## config.mk

```make
export PLATFORM = sky130hd
export DESIGN_NAME = ws2812_rx
export DESIGN_NICKNAME = d
export VERILOG_FILES = /design/src/rtl/ws2812_rx.sv
export SDC_FILE = /design/constraint.sdc
export NUM_CORES = 1
export LEC_CHECK = 0
export CELL_PAD_IN_SITES_DETAIL_PLACEMENT = 2
export CELL_PAD_IN_SITES_GLOBAL_PLACEMENT = 2
export CORE_ASPECT_RATIO = 0.75
export CORE_MARGIN = 8
export CORE_UTILIZATION = 42
export DETAILED_ROUTE_END_ITERATION = 16
export HOLD_SLACK_MARGIN = 0.12
export PLACE_DENSITY_LB_ADDON = 0.1
export SLEW_MARGIN = 20
export SYNTH_ARGS = -nofsm -noshare
export SYNTH_HDL_FRONTEND = slang
export SYNTH_SLANG_ARGS = --single-unit
```

## constraint.sdc

```tcl
create_clock -name clk -period 4.05 [get_ports clk]
set_clock_uncertainty 0.05 [all_clocks]
set_input_delay 0.81 -clock clk [delete_from_list [all_inputs] [get_ports clk]]
set_output_delay 0.81 -clock clk [all_outputs]
set_load 0.005 [all_outputs]
```

## src/rtl/ws2812_rx.sv

```systemverilog
// ws2812_rx: single-wire NRZ LED-stream receiver. It decodes bits from the high-pulse width, assembles GRB MSB-first pixels and marks frames on the latch gap.
// 4 cycles from din falling to valid. A pixel that completes while valid && !ready is dropped and sets the sticky overflow flag. Defining WS2812_RX_COUNT_EN adds px_count.
module ws2812_rx #(
   parameter int unsigned CLK_HZ         = 16000000,
   parameter int unsigned BIT_THRESH_CYC = 9,
   parameter int unsigned MIN_HIGH_CYC   = 3,
   parameter int unsigned MAX_HIGH_CYC   = 40,
   parameter int unsigned RESET_CYC      = 800
) (
   input  logic        clk,
   input  logic        reset_n,
   input  logic        din,
   output logic [7:0]  red,
   output logic [7:0]  green,
   output logic [7:0]  blue,
   output logic        valid,
   input  logic        ready,
   output logic        frame_done,
   output logic        overflow,
   output logic        error
`ifdef WS2812_RX_COUNT_EN
   ,output logic [15:0] px_count
`endif
);

   localparam int unsigned LONGEST = (RESET_CYC > MAX_HIGH_CYC) ? RESET_CYC : MAX_HIGH_CYC;
   localparam int unsigned CW      = $clog2(LONGEST + 1);

   localparam logic [1:0] RESYNC = 2'd0;
   localparam logic [1:0] IDLE   = 2'd1;
   localparam logic [1:0] HIGH   = 2'd2;
   localparam logic [1:0] LOW    = 2'd3;

   // All timing is in cycles; the clock frequency only has to be meaningful.
   if (CLK_HZ == 0) begin : g_clk_hz_check
      $error("ws2812_rx: CLK_HZ must be nonzero");
   end

   logic          sync1;
   logic          s_din;
   logic          s_prev;
   logic          rise;
   logic          bit_val;
   logic [1:0]    state;
   logic [CW-1:0] cnt;
   logic [4:0]    bit_cnt;
   logic [23:0]   sr;
   logic          px_done;
`ifdef WS2812_RX_COUNT_EN
   logic [15:0]   px_acc;
`endif

   always_ff @(posedge clk or negedge reset_n) begin
      if (!reset_n) begin
         sync1  <= 1'b0;
         s_din  <= 1'b0;
         s_prev <= 1'b0;
      end else begin
         sync1  <= din;
         s_din  <= sync1;
         s_prev <= s_din;
      end
   end

   assign rise    = s_din & ~s_prev;
   assign bit_val = (cnt >= CW'(BIT_THRESH_CYC));

   // cnt holds the high width in HIGH and the low time in RESYNC and LOW.
   always_ff @(posedge clk or negedge reset_n) begin
      if (!reset_n) begin
         state      <= RESYNC;
         cnt        <= '0;
         bit_cnt    <= '0;
         sr         <= '0;
         px_done    <= 1'b0;
         frame_done <= 1'b0;
         error      <= 1'b0;
`ifdef WS2812_RX_COUNT_EN
         px_acc     <= '0;
         px_count   <= '0;
`endif
      end else begin
         px_done    <= 1'b0;
         frame_done <= 1'b0;
         case (state)
            RESYNC: begin
               if (s_din) begin
                  cnt <= '0;
               end else if (cnt == CW'(RESET_CYC - 1)) begin
                  state <= IDLE;
                  cnt   <= '0;
               end else begin
                  cnt <= cnt + 1'b1;
               end
            end
            IDLE: begin
               if (rise) begin
                  state <= HIGH;
                  cnt   <= CW'(1);
               end
            end
            HIGH: begin
               if (s_din) begin
                  if (cnt == CW'(MAX_HIGH_CYC - 1)) begin
                     error   <= 1'b1;
                     state   <= RESYNC;
                     cnt     <= '0;
                     bit_cnt <= '0;
                  end else begin
                     cnt <= cnt + 1'b1;
                  end
               end else begin
                  state <= LOW;
                  cnt   <= CW'(1);
                  if (cnt >= CW'(MIN_HIGH_CYC)) begin
                     sr <= {sr[22:0], bit_val};
                     if (bit_cnt == 5'd23) begin
                        bit_cnt <= '0;
                        px_done <= 1'b1;
`ifdef WS2812_RX_COUNT_EN
                        if (px_acc != 16'hFFFF) px_acc <= px_acc + 1'b1;
`endif
                     end else begin
                        bit_cnt <= bit_cnt + 1'b1;
                     end
                  end
               end
            end
            LOW: begin
               if (rise) begin
                  state <= HIGH;
                  cnt   <= CW'(1);
               end else if (cnt == CW'(RESET_CYC - 1)) begin
                  frame_done <= 1'b1;
                  bit_cnt    <= '0;
                  state      <= IDLE;
                  cnt        <= '0;
`ifdef WS2812_RX_COUNT_EN
                  px_count   <= px_acc;
                  px_acc     <= '0;
`endif
               end else begin
                  cnt <= cnt + 1'b1;
               end
            end
            default: state <= RESYNC;
         endcase
      end
   end

   // A completed pixel loads when the holding register is empty or draining this cycle.
   always_ff @(posedge clk or negedge reset_n) begin
      if (!reset_n) begin
         red      <= '0;
         green    <= '0;
         blue     <= '0;
         valid    <= 1'b0;
         overflow <= 1'b0;
      end else if (px_done) begin
         if (!valid || ready) begin
            green <= sr[23:16];
            red   <= sr[15:8];
            blue  <= sr[7:0];
            valid <= 1'b1;
         end else begin
            overflow <= 1'b1;
         end
      end else if (ready) begin
         valid <= 1'b0;
      end
   end

endmodule
```

==> summary.md, run 1 <==
| Metric | Value |
|---|---|
| Top Ports | `32` |
| Reg2Reg Setup Slack | `1.59 ns` |
| CTS Hold Bufs | `0` |
| Antenna Nets Post-Route | `0` |
| Avg Synthesized Cell Area | `13.0 µm²` |
| YS warnings | `0` |
| R2R Path Start | `cnt[0]$_DFFE_PN0P_` |
| Yosys reg bits | `73` |
| Crit path required time | `4.24 ns` |
| Buffer depth of the longest clock path | `2` |
| Hold Crit Class | `register to register` |
| Router iterations before antenna repair | `4` |
| Die Y | `92.1 µm` |
| Max cap viols | `0` |
| CTS Buf Count | `9` |
| Worst Setup Slack post-DPL | `1.69 ns` |
| Main synth FF type | `dfrtp_1` |
| Max incr delay on CP | `0.67 ns` |
| Syn Inst Count | `249` |
| Placer Congestion | `0.746` |
| CP Launch Type | `register` |
| Die ar. | `10800 µm²` |
| Final min period | `2.46 ns` |
| Worst skew pair latency | `0.34 ns` |
| Worst rel slew slack | `38.7%` |
| Share of layout cells above drive strength 1 | `26.6%` |
| Die width | `118 µm` |
| Initial core utilization | `43.7%` |
| CP delay by family, top | `compound AO/OA/AOI/OAI gates` |
| Dpl hpwl | `4.84 mm` |
| Total negative setup slack | `0 ns` |
| Cell Pwr Density | `363 nW/µm²` |
| RSZ-0062 raised after global routing | `false` |
| Slowest cell on the critical path | `a21oi_2` |
| Syn-to-layout area delta | `17.7%` |
| Root Driver | `clkbuf_8` |
| Syn Std Cell Area | `3250 µm²` |
| Worst ir drop on vdd | `0.181 mV` |
| Syn nets | `257` |
| Max Clock Freq | `406 MHz` |
| Reg-to-Reg End | `cnt[5]$_DFFE_PN0P_` |
| CP Capture Point | `cnt[5]$_DFFE_PN0P_` |
| WL/cell | `18.4 µm` |
| Post-CTS sizing | `0` |
| Depth of the CTS H-tree | `3` |
| CP Cell Sequence | `ha_1, and4_4, nand4_4, a21oi_2, o21ai_0, a21o_1` |
| FF-to-FF path depth | `6` |
| Max-slew violations | `0` |
| Port Buffer Count | `31` |
| Buffers & Inverters on Critical Path | `0` |
| Routed wire length | `7.19 mm` |
| Total grt overflow | `0` |
| Status | `complete, no violations` |
| Post-CTS setup buffers | `0` |
| Rows | `27` |
| Number of global-route vias before repair | `2285` |
| Worst Setup SP | `cnt[0]$_DFFE_PN0P_` |
| Crit Path Class | `register to register` |
| Tot GR Track Use | `14.1%` |
| Cell depth of the worst setup path | `6` |
| Diodes inserted | `0` |
| Setup ws final | `1.59 ns` |
| Reg clk slew, reported paths | `0.08 ns` |
| Tcrit/Tclk final | `60.8%` |
| Critical path endpoint category | `register` |
| Leakage | `1.83 nW` |
| Power, Total | `1.39 mW` |
| Hold Vio Cnt, Final | `0` |
| Vias per Instance | `5.38` |
| Worst Tran Pin Value | `0.920 ns` |
| CTS tree | `built` |
| Core Region | `7430 µm²` |
| Ys async rst share | `100%` |
| Unique masters post-synth | `46` |
| Peak fanout along the critical path | `14` |
| Worst path arrival time | `2.65 ns` |
| Layout net count | `292` |
| Clk sink count | `73` |
| Drt first-iter violations | `67` |
| Sequential share of the synthesized area | `56.3%` |
| DRC viols | `0` |
| Largest net degree at the start of global routing | `74` |
| Post-synth EDFFs | `0` |
| Final Setup Violations | `0` |
| Antenna violations before repair | `0` |
| Via Count | `2100` |
| First-pass GRT wire length | `12.2 mm` |
-- worst reg2reg max path, delay by kind of cell (launching register included) --
kind	cells	cell delay (ns)
AO/OA/AOI/OAI	3	1.08
AND/OR/NAND/NOR	2	0.49
flip-flops	1	0.46
adder cells (fa/ha/maj)	1	0.28
-- through the flow --
stage | instance area [µm²] | hold WS (ns) | instances | util [%]
finish | 3820 | 0.304 | 390 | 51.4
global route | 3820 | 0.326 | 390 | 51.4
CTS | 3820 | 0.306 | 390 | 51.4
detailed placement | 3620 | 0.287 | 374 | 48.8
global placement | 3620 | 0.286 | 374 | 48.8
floorplan | 3250 | 0.281 | 249 | -
-- cells in the final DEF, fill, tap and decap left out, types with 3 or more instances in the layout --
cell / count
xor2_1: 3
buf_4: 3
dfrtp_1: 73
a21o_1: 5
o21ai_0: 11
nor2_1: 8
a21oi_1: 6
nor3_1: 5
a31oi_1: 3
nor2b_1: 4
mux2_4: 16
clkinv_4: 3
nand2_1: 18
mux2_2: 31
and2_1: 3
clkdlybuf4s50_1: 30
inv_1: 6
clkbuf_8: 9
ha_1: 4
nand3_1: 7
-- synthesized netlist by cell type (4+ instances only) --
| cell | number | area share, % |
|---|---|---|
| a21o_1 | 5 | 1.2 |
| a21oi_1 | 6 | 0.93 |
| buf_6 | 5 | 1.7 |
| dfrtp_1 | 73 | 56 |
| ha_1 | 4 | 1.5 |
| inv_1 | 6 | 0.69 |
| mux2_2 | 31 | 11 |
| mux2_4 | 16 | 7.4 |
| nand2_1 | 18 | 2.1 |
| nand3_1 | 7 | 1.1 |
| nor2_1 | 8 | 0.93 |
| nor2b_1 | 4 | 0.77 |
| nor3_1 | 5 | 0.77 |
| o21ai_0 | 11 | 1.7 |
-- flip-flops by register name (all words and copies together) (netlist names) --
register / count
px_done: 1
sync1: 1
error: 1
sr: 24
blue: 8
s_prev: 1
green: 8
s_din: 1
cnt: 10
valid: 1
overflow: 1
frame_done: 1
red: 8
state: 2
bit_cnt: 5
-- metal layers --
metal | part of all wire (%) | wire length, µm | vias up | global-route usage, %
met3 | 3.8 | 273 | 10 | 4.53
met4 | 1.2 | 83 | 0 | 4.78
met2 | 46 | 3310 | 29 | 22.0
met1 | 49 | 3520 | 1101 | 18.2
li1 | - | - | 960 | -
met5 | 0 | 0 | - | 0
-- cell families after synthesis --
logic type / after synthesis / share of synthesized area [%]
AO/OA/AOI/OAI: 40 / 8.02
XOR/XNOR: 3 / 0.810
adder cells (fa/ha/maj): 4 / 1.54
buffers and inverters: 15 / 2.89
flip-flops: 73 / 56.3
multiplexers: 47 / 18.2
AND/OR/NAND/NOR: 67 / 12.3
-- power by group --
group	internal (mW)	total [mW]	switching, mW
clock network	0.287	0.567	0.280
registers	0.738	0.753	0.0152
logic	0.0237	0.0665	0.0428
-- worst min-delay path by stage --
stage / startpoint / end / slack [ns] / cells past startpoint
6_report: sync1$_DFF_PN0_ / s_din$_DFF_PN0_ / 0.30 / 0
5_1_grt: sync1$_DFF_PN0_ / s_din$_DFF_PN0_ / 0.33 / 0
4_1_cts: sync1$_DFF_PN0_ / s_din$_DFF_PN0_ / 0.31 / 0
3_5_place_dp: sync1$_DFF_PN0_ / s_din$_DFF_PN0_ / 0.29 / 0
3_3_place_gp: sync1$_DFF_PN0_ / s_din$_DFF_PN0_ / 0.29 / 0
2_1_floorplan: sync1$_DFF_PN0_ / s_din$_DFF_PN0_ / 0.28 / 0
-- area by class of cell --
type / count / area (µm²)
clock buffers: 10 / 128
clock inverters: 6 / 68.8
fillers: 729 / 3610
inverters: 6 / 22.5
multi-input cells: 161 / 1330
flip-flops and latches: 73 / 1830
well taps: 101 / 126
repair buffers: 33 / 323
No activity file was read; power rests on OpenSTA's default activity.
==> inputs of run 2 (changes only) <==
--- a/config.mk
+++ b/config.mk
@@ -9,7 +9,7 @@
 export CELL_PAD_IN_SITES_GLOBAL_PLACEMENT = 2
 export CORE_ASPECT_RATIO = 0.75
 export CORE_MARGIN = 8
-export CORE_UTILIZATION = 42
+export CORE_UTILIZATION = 35
 export DETAILED_ROUTE_END_ITERATION = 16
 export HOLD_SLACK_MARGIN = 0.12
 export PLACE_DENSITY_LB_ADDON = 0.1
==> constraint.sdc (replaced) <==
create_clock -name clk -period 2.2 [get_ports clk]
set_clock_uncertainty 0.05 [all_clocks]
set_input_delay 0.44 -clock clk [delete_from_list [all_inputs] [get_ports clk]]
set_output_delay 0.44 -clock clk [all_outputs]
set_load 0.005 [all_outputs]
==> run 2 against run 1 <==
Routed wire length increased by 3.5%. Sequential power up 85%. Total power increased by 110%. Via count shrank 0.48%. Combinational power grew 100%. Register-to-register slack got worse by 1.4 ns. Largest power group unchanged.
==> summary.md, run 2 (synthesis results as in run 1) <==
| Metric | Value |
|---|---|
| Tot GR Track Use | `12.7%` |
| Rows | `30` |
| CP Launch Type | `register` |
| Crit Path Class | `register to register` |
| Most frequent cells in the layout | `72 x dfrtp_1, 31 x mux2_2, 30 x clkdlybuf4s50_1, 18 x nand2_1, 16 x mux2_4` |
| RSZ-0062 raised after global routing | `false` |
| Peak fanout along the critical path | `14` |
| Core Region | `9050 µm²` |
| Final Core Density | `44.5%` |
| Max cap viols | `0` |
| Buffers & Inverters on Critical Path | `1` |
| Reg clk slew, reported paths | `0.06 ns` |
| Number of global-route vias before repair | `2288` |
| Layout net count | `300` |
| Placer Congestion | `0.748` |
| Clk sink count | `73` |
| Share of layout cells above drive strength 1 | `29.0%` |
| Worst Setup SP | `cnt[0]$_DFFE_PN0P_` |
| Slowest cell on the critical path | `dfrtp_2` |
| Power, Total | `2.87 mW` |
| Diodes inserted | `0` |
| R2R Path Start | `cnt[0]$_DFFE_PN0P_` |
| Worst skew pair latency | `0.33 ns` |
| Router iterations before antenna repair | `4` |
| CTS tree | `built` |
| Most common cell after layout, fill and taps aside | `dfrtp_1` |
| Port Buffer Count | `31` |
| Hold Vio Cnt, Final | `0` |
| Max reg flops | `24` |
| Largest net degree at the start of global routing | `41` |
| Die ar. | `12600 µm²` |
| Hold Crit Class | `register to register` |
| CP delay by family, top | `simple AND/OR/NAND/NOR gates` |
| CP Cell Sequence | `ha_2, and4_4, nand4_4, a21oi_2, buf_4, nor3_1, a211o_1` |
| Syn-to-layout area delta | `23.9%` |
| Worst rel slew slack | `65.4%` |
| Antenna Nets Post-Route | `0` |
| Max Clock Freq | `492 MHz` |
| Worst path arrival time | `2.20 ns` |
| Total grt overflow | `0` |
| Total negative setup slack | `0 ns` |
| Initial core utilization | `35.9%` |
| Top reg by flops | `sr` |
| Buffer depth of the longest clock path | `2` |
| CTS Buf Count | `9` |
| Largest regs | `sr x24, cnt x10` |
| Status | `complete, no violations` |
| Drt first-iter violations | `60` |
| Routed wire length | `7.44 mm` |
| Vias per Instance | `4.92` |
| Max-slew violations | `0` |
| Tcrit/Tclk final | `92.4%` |
| Leakage | `1.91 nW` |
| Critical path endpoint category | `register` |
| Worst Tran Pin Value | `0.519 ns` |
| Dpl hpwl | `5.37 mm` |
| Root Driver | `clkbuf_16` |
| Die Y | `99.4 µm` |
| Final min period | `2.03 ns` |
| Hold_sp | `sync1$_DFF_PN0_` |
| Depth of the CTS H-tree | `3` |
| Die width | `127 µm` |
| Final Setup Violations | `0` |
| Top Ports | `32` |
| Via Count | `2090` |
| First-pass GRT wire length | `12.5 mm` |
| Crit path required time | `2.36 ns` |
| DRC viols | `0` |
| Worst ir drop on vdd | `0.402 mV` |
| Cell Pwr Density | `715 nW/µm²` |
| Max incr delay on CP | `0.41 ns` |
| Antenna violations before repair | `0` |
| WL/cell | `17.5 µm` |
## run 2: what timing repair did
action,4_1_cts,5_1_grt
setup endpoints to repair,0,4
resized for setup,0,2
buffers inserted,0,0
hold endpoints to repair,37,0
hold buffers,1,0
## run 2: cell type report
cell class	instances	area (µm²)
inverter	6	22.5
clock buffer	11	243
clock inverter	5	31.3
timing repair buffer	41	410
multi-input combinational	161	1330
tap	128	160
sequential	73	1830
fill	913	5020
## run 2: layer usage
layer / vias up / global-route usage [%] / share of wire [%]
met5: - / 0 / 0
met4: 0 / 4.92 / 1.6
met3: 9 / 4.01 / 3.8
met2: 28 / 18.6 / 44
met1: 1085 / 17.0 / 51
li1: 968 / - / -
## run 2: power by group
group	switching [mW]	internal (mW)	total, mW
Sequential	0.0286	1.36	1.39
Clock	0.558	0.790	1.35
Combinational	0.0844	0.0517	0.136
## run 2: path summary, 6_finish.rpt
check,end,slack [ns],depth (start not counted)
setup / recovery,cnt[6]$_DFFE_PN0P_,0.17,7
hold / removal,s_din$_DFF_PN0_,0.31,0
setup reg to reg,cnt[6]$_DFFE_PN0P_,0.17,7
hold reg to reg,s_din$_DFF_PN0_,0.31,0
max in group asynchronous,cnt[0]$_DFFE_PN0P_,0.87,3
min in group asynchronous,sr[20]$_DFFE_PN0P_,0.58,2
## run 2: stage by stage
stage,setup WS (ns),hold WS (ns),instances,instance area [µm²]
finish,0.167,0.307,425,4020
global route,0.0572,0.316,425,4020
CTS,0.0907,0.313,425,4020
detailed placement,0.105,0.304,408,3730
global placement,0.179,0.293,408,3730
floorplan,0.347,0.0944,249,3250
## run 2: worst reg2reg max path: stages (launching register included)
cell	delay, ns
dfrtp_2	0.41
ha_2	0.23
and4_4	0.27
nand4_4	0.20
a21oi_2	0.18
buf_4	0.22
nor3_1	0.07
a211o_1	0.27
==> inputs of run 3 (changes only) <==
--- a/config.mk
+++ b/config.mk
@@ -5,15 +5,17 @@
 export SDC_FILE = /design/constraint.sdc
 export NUM_CORES = 1
 export LEC_CHECK = 0
+export ABC_AREA = 1
 export CELL_PAD_IN_SITES_DETAIL_PLACEMENT = 2
 export CELL_PAD_IN_SITES_GLOBAL_PLACEMENT = 2
 export CORE_ASPECT_RATIO = 0.75
 export CORE_MARGIN = 8
-export CORE_UTILIZATION = 35
+export CORE_UTILIZATION = 32
 export DETAILED_ROUTE_END_ITERATION = 16
 export HOLD_SLACK_MARGIN = 0.12
 export PLACE_DENSITY_LB_ADDON = 0.1
-export SLEW_MARGIN = 20
+export SETUP_SLACK_MARGIN = 0.05
+export SLEW_MARGIN = 0
 export SYNTH_ARGS = -nofsm -noshare
 export SYNTH_HDL_FRONTEND = slang
 export SYNTH_SLANG_ARGS = --single-unit
==> run 3 against run 2 <==
Final cell count grew 27%. Combinational power shrank 46%. Count of clock-buffer cells in the layout grew 1. Routed wire length grew 10%. Die area grew 9.2%. Core utilization shrank 4.2 points. Via count grew 18%. Non-clock buffer count shrank 5. Synthesized cell count grew 45%. Sequential cell count is the same. Sequential power is essentially flat. Design area grew 1.3%. Largest cell class unchanged. Largest power group is now the clock network.
==> summary.md, run 3 <==
| Metric | Value |
|---|---|
| Status | `complete, no violations` |
| Most frequent cells in the layout | `87 x nand2_1, 73 x dfrtp_1, 45 x inv_1, 45 x o21ai_0, 30 x clkdlybuf4s50_1` |
| Depth of the CTS H-tree | `3` |
| Top Ports | `32` |
| Most common cell after layout, fill and taps aside | `nand2_1` |
| Sequential share of the synthesized area | `55.6%` |
| Worst rel slew slack | `70.6%` |
| Router iterations before antenna repair | `4` |
| Unique masters post-synth | `34` |
| Share of the synthesized area in the top cell type | `55.6%` |
| Rows | `32` |
| Top reg by flops | `sr` |
| Diodes inserted | `0` |
| Final std cells w/o fill | `539` |
| Number of global-route vias before repair | `2718` |
| Cell Pwr Density | `742 nW/µm²` |
| Buffer depth of the longest clock path | `2` |
| Crit Path Class | `register to register` |
| Post-synth EDFFs | `0` |
| Internal | `2.40 mW` |
| Sw frac | `20.7%` |
| First-pass GRT wire length | `14.3 mm` |
| Dpl hpwl | `5.83 mm` |
| Total negative setup slack | `0 ns` |
| Final min period | `1.84 ns` |
| Max Clock Freq | `544 MHz` |
| Worst Setup Slack post-DPL | `0.242 ns` |
| Die ar. | `13800 µm²` |
| Reg clk slew, reported paths | `0.05 ns` |
| Worst Tran Pin Value | `0.441 ns` |
| Core Region | `10100 µm²` |
| Mux contribution to synthesized area | `0.343%` |
| Met2 wire length | `3.60 mm` |
| Via Count | `2461` |
| Antenna Nets Post-Route | `0` |
| Crit path required time | `2.35 ns` |
| Hold Crit Class | `register to register` |
| Critical path endpoint category | `register` |
| DRC viols | `0` |
| WL/cell | `15.2 µm` |
| Hold path depth | `0` |
| Synth area leaders | `dfrtp_1 56%, nand2_1 9.9%, o21ai_0 6.9%` |
| Share of layout cells above drive strength 1 | `12.9%` |
| Routed wl met3 | `368 µm` |
| Routed wire length | `8.20 mm` |
| CTS Hold Bufs | `1` |
| Most instantiated cells after synthesis | `87 x nand2_1, 73 x dfrtp_1, 45 x inv_1, 45 x o21ai_0, 29 x nor2_1` |
| Syn nets | `370` |
| Met1 wire length | `4.14 mm` |
| Clk network pwr share | `52.6%` |
| Die Y | `104 µm` |
| Post-synthesis compound-gate area fraction | `12.1%` |
| Hold Vio Cnt, Final | `0` |
| Sw power | `0.625 mW` |
| Avg Synthesized Cell Area | `9.08 µm²` |
| Synth Area in XOR/XNOR | `1.07%` |
| Max cap viols | `0` |
| Tcrit/Tclk final | `83.6%` |
| RSZ-0062 raised after global routing | `false` |
| Cell total after placement | `522` |
| YS warnings | `0` |
| CTS Buf Count | `9` |
| FF-to-FF path depth | `7` |
| Drt first-iter violations | `136` |
| Main combinational cell family by area after synthesis | `simple AND/OR/NAND/NOR gates` |
| Largest net degree at the start of global routing | `50` |
| Logic pwr share | `2.4%` |
| Placer Congestion | `0.696` |
| Synth Area in Simple Gates | `21.9%` |
| Worst path arrival time | `1.99 ns` |
| Layout net count | `406` |
| Vias per Instance | `4.57` |
| Peak fanout along the critical path | `49` |
| Die width | `133 µm` |
| Clk sink count | `73` |
| Seq pwr share | `44.9%` |
| Syn Std Cell Area | `3290 µm²` |
| Antenna violations before repair | `0` |
| Max reg flops | `24` |
| Worst ir drop on vdd | `0.357 mV` |
| Top Layer Used | `met4` |
| Port Buffer Count | `31` |
| Root Driver | `clkbuf_16` |
| Post-CTS setup buffers | `0` |
| Largest area contributor in the netlist | `dfrtp_1` |
| Synth Area in Adders | `1.52%` |
| Most frequent cell after synthesis | `nand2_1` |
| Yosys reg bits | `73` |
| Syn-to-layout area delta | `24.0%` |
| Total grt overflow | `0` |
| Leakage | `1.79 nW` |
| CP Launch Type | `register` |
| Max-slew violations | `0` |
| Filler Cell Count | `1116` |
| Syn Inst Count | `362` |
| Ys async rst share | `100%` |
| Post-CTS sizing | `0` |
| Main synth FF type | `dfrtp_1` |
| Final Setup Violations | `0` |
| Initial core utilization | `32.4%` |
| CTS tree | `built` |
| Largest regs | `sr x24, cnt x10` |
| Worst skew pair latency | `0.33 ns` |
| Setup ws final | `0.360 ns` |
| Tot GR Track Use | `12.8%` |
==> run 3: changes by cell type in the layout (fill, tap and decap cells not counted), moves of 16 or more <==
cell and change:
nand2_1 +69, nor2_1 +21, mux2_4 -16, inv_1 +39, o21ai_0 +34, mux2_2 -30
==> run 3: area by class of cell <==
type                       instances  area, µm²  share of cell area, %
inverter                          46        173                   4.24
tap                              136        170                   4.17
clock buffer                      12        246                   6.05
sequential                        73       1830                   44.8
clock inverter                     4       76.3                   1.87
timing repair buffer              36        373                   9.15
multi-input combinational        232       1210                   29.7
==> run 3: cell families after synthesis <==
group,count (synthesis)
buf+inv,57
compound gates,67
fa+ha+maj,4
mux,1
simple gates,156
xor+xnor,4
flops,73
==> run 3: final timing paths <==
check	startpoint	to	slack [ns]
worst max register to register	cnt[0]$_DFFE_PN0P_	sr[0]$_DFFE_PN0P_	0.36
min in group asynchronous	reset_n	s_prev$_DFF_PN0_	0.54
worst min-delay path	sync1$_DFF_PN0_	s_din$_DFF_PN0_	0.30
worst min register to register	sync1$_DFF_PN0_	s_din$_DFF_PN0_	0.30
max in group asynchronous	reset_n	green[0]$_DFFE_PN0P_	0.98
worst max-delay path	cnt[0]$_DFFE_PN0P_	sr[0]$_DFFE_PN0P_	0.36
==> run 3: through the flow <==
step	cell area, µm²	util (%)	power (mW)	hold WS, ns
finish	4080	40.2	3.02	0.298
detailed placement	3740	37.0	1.46	0.287
global placement	3740	37.0	1.46	0.283
global route	4080	40.2	3.14	0.311
floorplan	3290	-	1.41	0.0944
CTS	4080	40.2	3.08	0.301
==> run 3: power groups by stage <==
stage / combinational [mW] / sequential, mW / clock, mW
6_report: 0.0737 / 1.36 / 1.59
3_3_place_gp: 0.0747 / 1.38 / 0
5_1_grt: 0.0856 / 1.36 / 1.70
4_1_cts: 0.0774 / 1.36 / 1.64
3_5_place_dp: 0.0757 / 1.38 / 0
2_1_floorplan: 0.0274 / 1.38 / 0
==> run 3: critical path: stages (launching register included) <==
cell,delay [ns]
dfrtp_1,0.43
ha_1,0.26
or2_1,0.25
nor2_2,0.16
nand2_1,0.09
nand2_2,0.09
buf_12,0.24
o21ai_0,0.13
==> run 3: metal layers <==
| metal | GRT usage [%] | up-vias |
|---|---|---|
| met5 | 0 | - |
| met2 | 18.4 | 28 |
| met3 | 4.20 | 9 |
| met1 | 17.9 | 1210 |
| met4 | 3.64 | 0 |
| li1 | - | 1214 |
